[src/rtl/uart_rx.sv]
// UART receiver: 16x oversampled, 2-flop synchronized input, centre-of-bit sampling.
// Emits a one-clock rx_done_tick on a good stop bit, or frame_err on a bad one.
module uart_rx #(
    parameter int unsigned DBIT    = 8,
    parameter int unsigned SB_TICK = 16,
    parameter int unsigned DIVISOR = 27
) (
    input  logic            clk,
    input  logic            rst,
    input  logic            rx,
    output logic [DBIT-1:0] dout,
    output logic            rx_done_tick,
    output logic            frame_err,
    output logic            busy
);

    localparam int unsigned CW   = (DIVISOR > 1) ? $clog2(DIVISOR) : 1;
    localparam int unsigned SMAX = (SB_TICK > 16) ? SB_TICK : 16;
    localparam int unsigned SW   = $clog2(SMAX);
    localparam int unsigned NW   = (DBIT > 1) ? $clog2(DBIT) : 1;

    typedef enum logic [1:0] {
        StIdle,
        StStart,
        StData,
        StStop
    } state_e;

    state_e          state_q, state_d;
    logic [SW-1:0]   s_q, s_d;
    logic [NW-1:0]   n_q, n_d;
    logic [DBIT-1:0] shreg_q, shreg_d;
    logic [DBIT-1:0] dout_q, dout_d;
    logic            done_q, done_d;
    logic            ferr_q, ferr_d;
    logic [CW-1:0]   cnt_q, cnt_d;
    logic            rx_meta_q, rx_s_q, rx_prev_q;
    logic            tick;
    logic            fall;

    // Synchronizer and edge history idle high so reset never looks like a start edge.
    always_ff @(posedge clk or posedge rst) begin
        if (rst) begin
            rx_meta_q <= 1'b1;
            rx_s_q    <= 1'b1;
            rx_prev_q <= 1'b1;
        end else begin
            rx_meta_q <= rx;
            rx_s_q    <= rx_meta_q;
            rx_prev_q <= rx_s_q;
        end
    end

    assign fall = rx_prev_q & ~rx_s_q;

    // Free-running oversample tick generator.
    assign tick  = (cnt_q == CW'(DIVISOR - 1));
    assign cnt_d = tick ? '0 : cnt_q + CW'(1);

    always_ff @(posedge clk or posedge rst) begin
        if (rst) begin
            cnt_q <= '0;
        end else begin
            cnt_q <= cnt_d;
        end
    end

    always_comb begin
        state_d = state_q;
        s_d     = s_q;
        n_d     = n_q;
        shreg_d = shreg_q;
        dout_d  = dout_q;
        done_d  = 1'b0;
        ferr_d  = 1'b0;
        unique case (state_q)
            StIdle: begin
                if (fall) begin
                    state_d = StStart;
                    s_d     = '0;
                end
            end
            StStart: begin
                if (tick) begin
                    if (s_q == SW'(7)) begin
                        if (!rx_s_q) begin
                            state_d = StData;
                            s_d     = '0;
                            n_d     = '0;
                        end else begin
                            state_d = StIdle;
                        end
                    end else begin
                        s_d = s_q + SW'(1);
                    end
                end
            end
            StData: begin
                if (tick) begin
                    if (s_q == SW'(15)) begin
                        s_d     = '0;
                        shreg_d = {rx_s_q, shreg_q[DBIT-1:1]};
                        if (n_q == NW'(DBIT - 1)) begin
                            state_d = StStop;
                        end else begin
                            n_d = n_q + NW'(1);
                        end
                    end else begin
                        s_d = s_q + SW'(1);
                    end
                end
            end
            StStop: begin
                if (tick) begin
                    if (s_q == SW'(SB_TICK - 1)) begin
                        state_d = StIdle;
                        if (rx_s_q) begin
                            dout_d = shreg_q;
                            done_d = 1'b1;
                        end else begin
                            ferr_d = 1'b1;
                        end
                    end else begin
                        s_d = s_q + SW'(1);
                    end
                end
            end
            default: state_d = StIdle;
        endcase
    end

    always_ff @(posedge clk or posedge rst) begin
        if (rst) begin
            state_q <= StIdle;
            s_q     <= '0;
            n_q     <= '0;
            shreg_q <= '0;
            dout_q  <= '0;
            done_q  <= 1'b0;
            ferr_q  <= 1'b0;
        end else begin
            state_q <= state_d;
            s_q     <= s_d;
            n_q     <= n_d;
            shreg_q <= shreg_d;
            dout_q  <= dout_d;
            done_q  <= done_d;
            ferr_q  <= ferr_d;
        end
    end

    assign dout         = dout_q;
    assign rx_done_tick = done_q;
    assign frame_err    = ferr_q;
    assign busy         = (state_q != StIdle);

endmodule

[config.mk]
export PLATFORM = sky130hd
export DESIGN_NAME = uart_rx
export DESIGN_NICKNAME = d
export VERILOG_FILES = /design/src/rtl/uart_rx.sv
export SDC_FILE = /design/constraint.sdc
export NUM_CORES = 1
export LEC_CHECK = 0
export CAP_MARGIN = 30
export CORE_ASPECT_RATIO = 1.2
export CORE_UTILIZATION = 45
export CTS_BUF_LIST = sky130_fd_sc_hd__clkbuf_2 sky130_fd_sc_hd__clkbuf_4 sky130_fd_sc_hd__clkbuf_8
export CTS_CLUSTER_SIZE = 20
export DETAILED_ROUTE_END_ITERATION = 10
export MAX_ROUTING_LAYER = met4
export PLACE_DENSITY_LB_ADDON = 0.05
export SYNTH_ARGS = -nofsm -noshare
export SYNTH_HDL_FRONTEND = slang
export SYNTH_SLANG_ARGS = --single-unit
[constraint.sdc]
create_clock -name clk -period 2.55 [get_ports clk]
set_clock_uncertainty 0.1 [all_clocks]
set_input_delay 0.51 -clock clk [delete_from_list [all_inputs] [get_ports clk]]
set_output_delay 0.51 -clock clk [all_outputs]
set_load 0.02 [all_outputs]
==> run_results.csv, run 1 <==
group,metric,value,unit
sta,slew_violations,0,
cells_and_area,antenna-diode-count,0,
global_routing,antenna_found_initial,0,
die,initial_core_util,0.473,
global_routing,grt_start_max_net_pins,36,
logic_synthesis,ys.flop_type,"dfrtp_1",
die,dieHeight,66.9,um
cells_and_area,layout-drive-gt1-share,0.240,
sta,setup_viol,0,
logic_synthesis,syn_area_per_cell,12.2,sq um
cells_and_area,fillers,307,
logic_synthesis,synth.most_common_cell,"dfrtp_1",
logic_synthesis,synth_top_area_frac,0.507,
critical_path,critPathLaunchType,"flop",
logic_synthesis,ys_warn_count,0,
power_and_ir_drop,p_total,1120,uW
clocking,clk_path_buf_depth,2,
sta,hold_viol,0,
critical_path,path_class,"reg2reg",
sta,finalSetupTns,0,ns
place,dp_cells,179,
power_and_ir_drop,vdd_ir_drop_max,0.432,mV
logic_synthesis,ys_seq_area_frac,0.557,
critical_path,worst_path_max_delay_cell,"nor3b_4",
critical_path,critical_path.max_stage_delay,0.44,ns
global_routing,grt_pass1_wl,4440,um
sta,grt_setup_unrepaired,"false",
clocking,cts_root_buffer,"clkbuf_8",
cells_and_area,design_area,0.00187,sq mm
place,numPortBuffers,13,
clocking,post-cts-setup-buffer-count,0,
sta,fmax,0.437,GHz
logic_synthesis,syn_inst,129,
routing,first_pass_iters,4,
logic_synthesis,yosys-top-cells-count,"dfrtp_1, mux2_2, inv_1, nand2_1, o21ai_0",
routing,drt_iter0_drc,44,
cells_and_area,stdcell_count,187,
routing,postRouteAntennaNets,0,
clocking,htree_levels,2,
routing,vias_per_cell,5.44,
logic_synthesis,synth-edff-count,0,
outcome,status,"completed",
logic_synthesis,synth_cell_types,32,
power_and_ir_drop,p_per_area,602,mW/mm^2
clocking,insertion_delay,0.29,ns
logic_synthesis,synthXorXnorAreaFrac,0.00555,
die,pin_count,14,
critical_path,end_kind,"flop",
global_routing,grt_util_all_layers,0.163,
logic_synthesis,yosys.area.top_type,"dfrtp_1",
logic_synthesis,synth-seq-cells,35,
job,cap_violations,0,
logic_synthesis,syn_nets,137,
die,die_x,56.1,um
critical_path,cp.arrival,2.37,ns
clocking,cts_sinks,35,
routing,wire_per_inst,14.3,um
place,placedInstanceArea,0.00176,sq mm
die,core,0.00334,sq mm
cells_and_area,final_nets,157,
place,gp_congestion,0.746,
sta,period_needed,2.29,ns
die,row_count,23,
logic_synthesis,synth_area_leaders,"dfrtp_1, mux2_2, dfstp_2",
global_routing,grt_remaining_overflow,0,
logic_synthesis,synth-compound-area-share,0.0721,
sta,slew_headroom,0.621,
place,hpwl,1840,um
logic_synthesis,synth_adder_area_share,0.0396,
logic_synthesis,synth-simple-area-share,0.139,
logic_synthesis,synth_top_family_by_area,"multiplexers",
clocking,cts_hold_buf,0,
critical_path,path_max_fanout,8,
routing,finalWirelength,2670,um
critical_path,critical_path.cell_chain,"inv_1, ha_1, and4b_1, and3_1, nor3b_4, mux2_2",
cells_and_area,area_growth,18.3,%
min_path,hold_class,"reg2reg",
sta,tightest_slew,0.563,ns
clocking,cts_tree,"built",
clocking,cts_resized,0,
routing,drc,0,
logic_synthesis,async_reset_ff_frac,1.00,
global_routing,grt_pass1_vias,992,
clocking,cts.clk_slew.worst_paths,0.07,ns
logic_synthesis,synthMuxAreaShare,0.154,
critical_path,crit_required,2.63,ns
clocking,cts_buffers,5,
routing,route.vias.total,1017,
die,die_area,0.00375,sq mm
logic_synthesis,syn_area,0.00158,sq mm
power_and_ir_drop,leakage,0.000915,uW
sta,finalCritPeriodShare,0.898,
cell families after synthesis:
family,count (synthesis)
compound gates,16
xor+xnor,1
fa+ha+maj,5
buf+inv,13
flops,35
mux,22
simple gates,37
flip-flops by register name, summed over array words and instances (netlist names), named ones only:
signal and count:
n_q 3, rx_meta_q 1, state_q 1, s_q 4
rx_prev_q 1, shreg_q 8, dout 8, frame_err 1
rx_s_q 1, rx_done_tick 1, cnt_q 5
power breakdown:
part | total, uW | switching, uW | internal (uW)
logic | 74.4 | 38.6 | 35.8
registers | 603 | 23.7 | 579
clock network | 447 | 201 | 246
final cells by class:
type / instances / area [sq um] / area share
Timing Repair Buffer: 16 / 153 / 0.0817
Sequential cell: 35 / 880 / 0.471
Clock inverter: 1 / 7.51 / 0.00402
Multi-Input combinational cell: 81 / 648 / 0.347
Tap cell: 37 / 46.3 / 0.0248
Inverter: 10 / 37.5 / 0.0201
Clock buffer: 7 / 96.3 / 0.0516
routing by layer:
layer	GRT usage	up-vias	share of wire
met5	-	-	0
li1	-	499	-
met3	0.0621	6	0.041
met1	0.186	495	0.48
met4	0.0884	0	0.021
met2	0.250	17	0.46
cells in the final DEF (no fill, tap or decap), types with 2 or more instances in the layout:
master and n:
dfrtp_1 32, mux2i_1 4, clkdlybuf4s50_1 13, a21oi_1 2
and4b_1 2, clkbuf_8 7, nor2_1 5, mux2_2 18
nand3_1 3, buf_4 3, ha_1 5, nor3b_1 3
and3_1 2, dfstp_2 3, o21ai_0 6, a31o_2 2
inv_1 10, nand2_1 10, nor3_1 5
per-stage QoR:
step | setup slack [ns] | hold WS [ns] | util
after floorplan | 0.485 | 0.245 | -
after global placement | 0.342 | 0.246 | 0.528
after detailed placement | 0.280 | 0.247 | 0.528
after CTS | 0.237 | 0.263 | 0.560
after global routing | 0.0937 | 0.266 | 0.560
final | 0.259 | 0.262 | 0.560
worst max-delay path, delay by kind of cell (launching register included):
| kind | cells | cell delay [ns] |
|---|---|---|
| fa+ha+maj | 1 | 0.19 |
| buf+inv | 1 | 0.07 |
| flops | 1 | 0.41 |
| mux | 1 | 0.39 |
| simple gates | 3 | 1.02 |
worst paths after layout:
kind / from / end / cells past startpoint / slack (ns)
max in group asynchronous: rst / rx_prev_q$_DFF_PP1_ / 3 / 1.49
min in group asynchronous: rst / cnt_q[3]$_DFF_PP0_ / 3 / 0.50
max: cnt_q[0]$_DFF_PP0_ / shreg_q[0]$_DFFE_PP0P_ / 6 / 0.26
min: rx_meta_q$_DFF_PP1_ / rx_s_q$_DFF_PP1_ / 0 / 0.26
max reg2reg: cnt_q[0]$_DFF_PP0_ / shreg_q[0]$_DFFE_PP0P_ / 6 / 0.26
min reg2reg: rx_meta_q$_DFF_PP1_ / rx_s_q$_DFF_PP1_ / 0 / 0.26
Power figures use the tool's default switching activity.
==> run 2, diff against run 1 <==
--- a/config.mk
+++ b/config.mk
@@ -5,7 +5,7 @@
 export SDC_FILE = /design/constraint.sdc
 export NUM_CORES = 1
 export LEC_CHECK = 0
-export CAP_MARGIN = 30
+export CAP_MARGIN = 20
 export CORE_ASPECT_RATIO = 1.2
 export CORE_UTILIZATION = 45
 export CTS_BUF_LIST = sky130_fd_sc_hd__clkbuf_2 sky130_fd_sc_hd__clkbuf_4 sky130_fd_sc_hd__clkbuf_8
==> results of run 2 <==
Same layout as run 1: the final DEF is identical, and so are final timing and power.
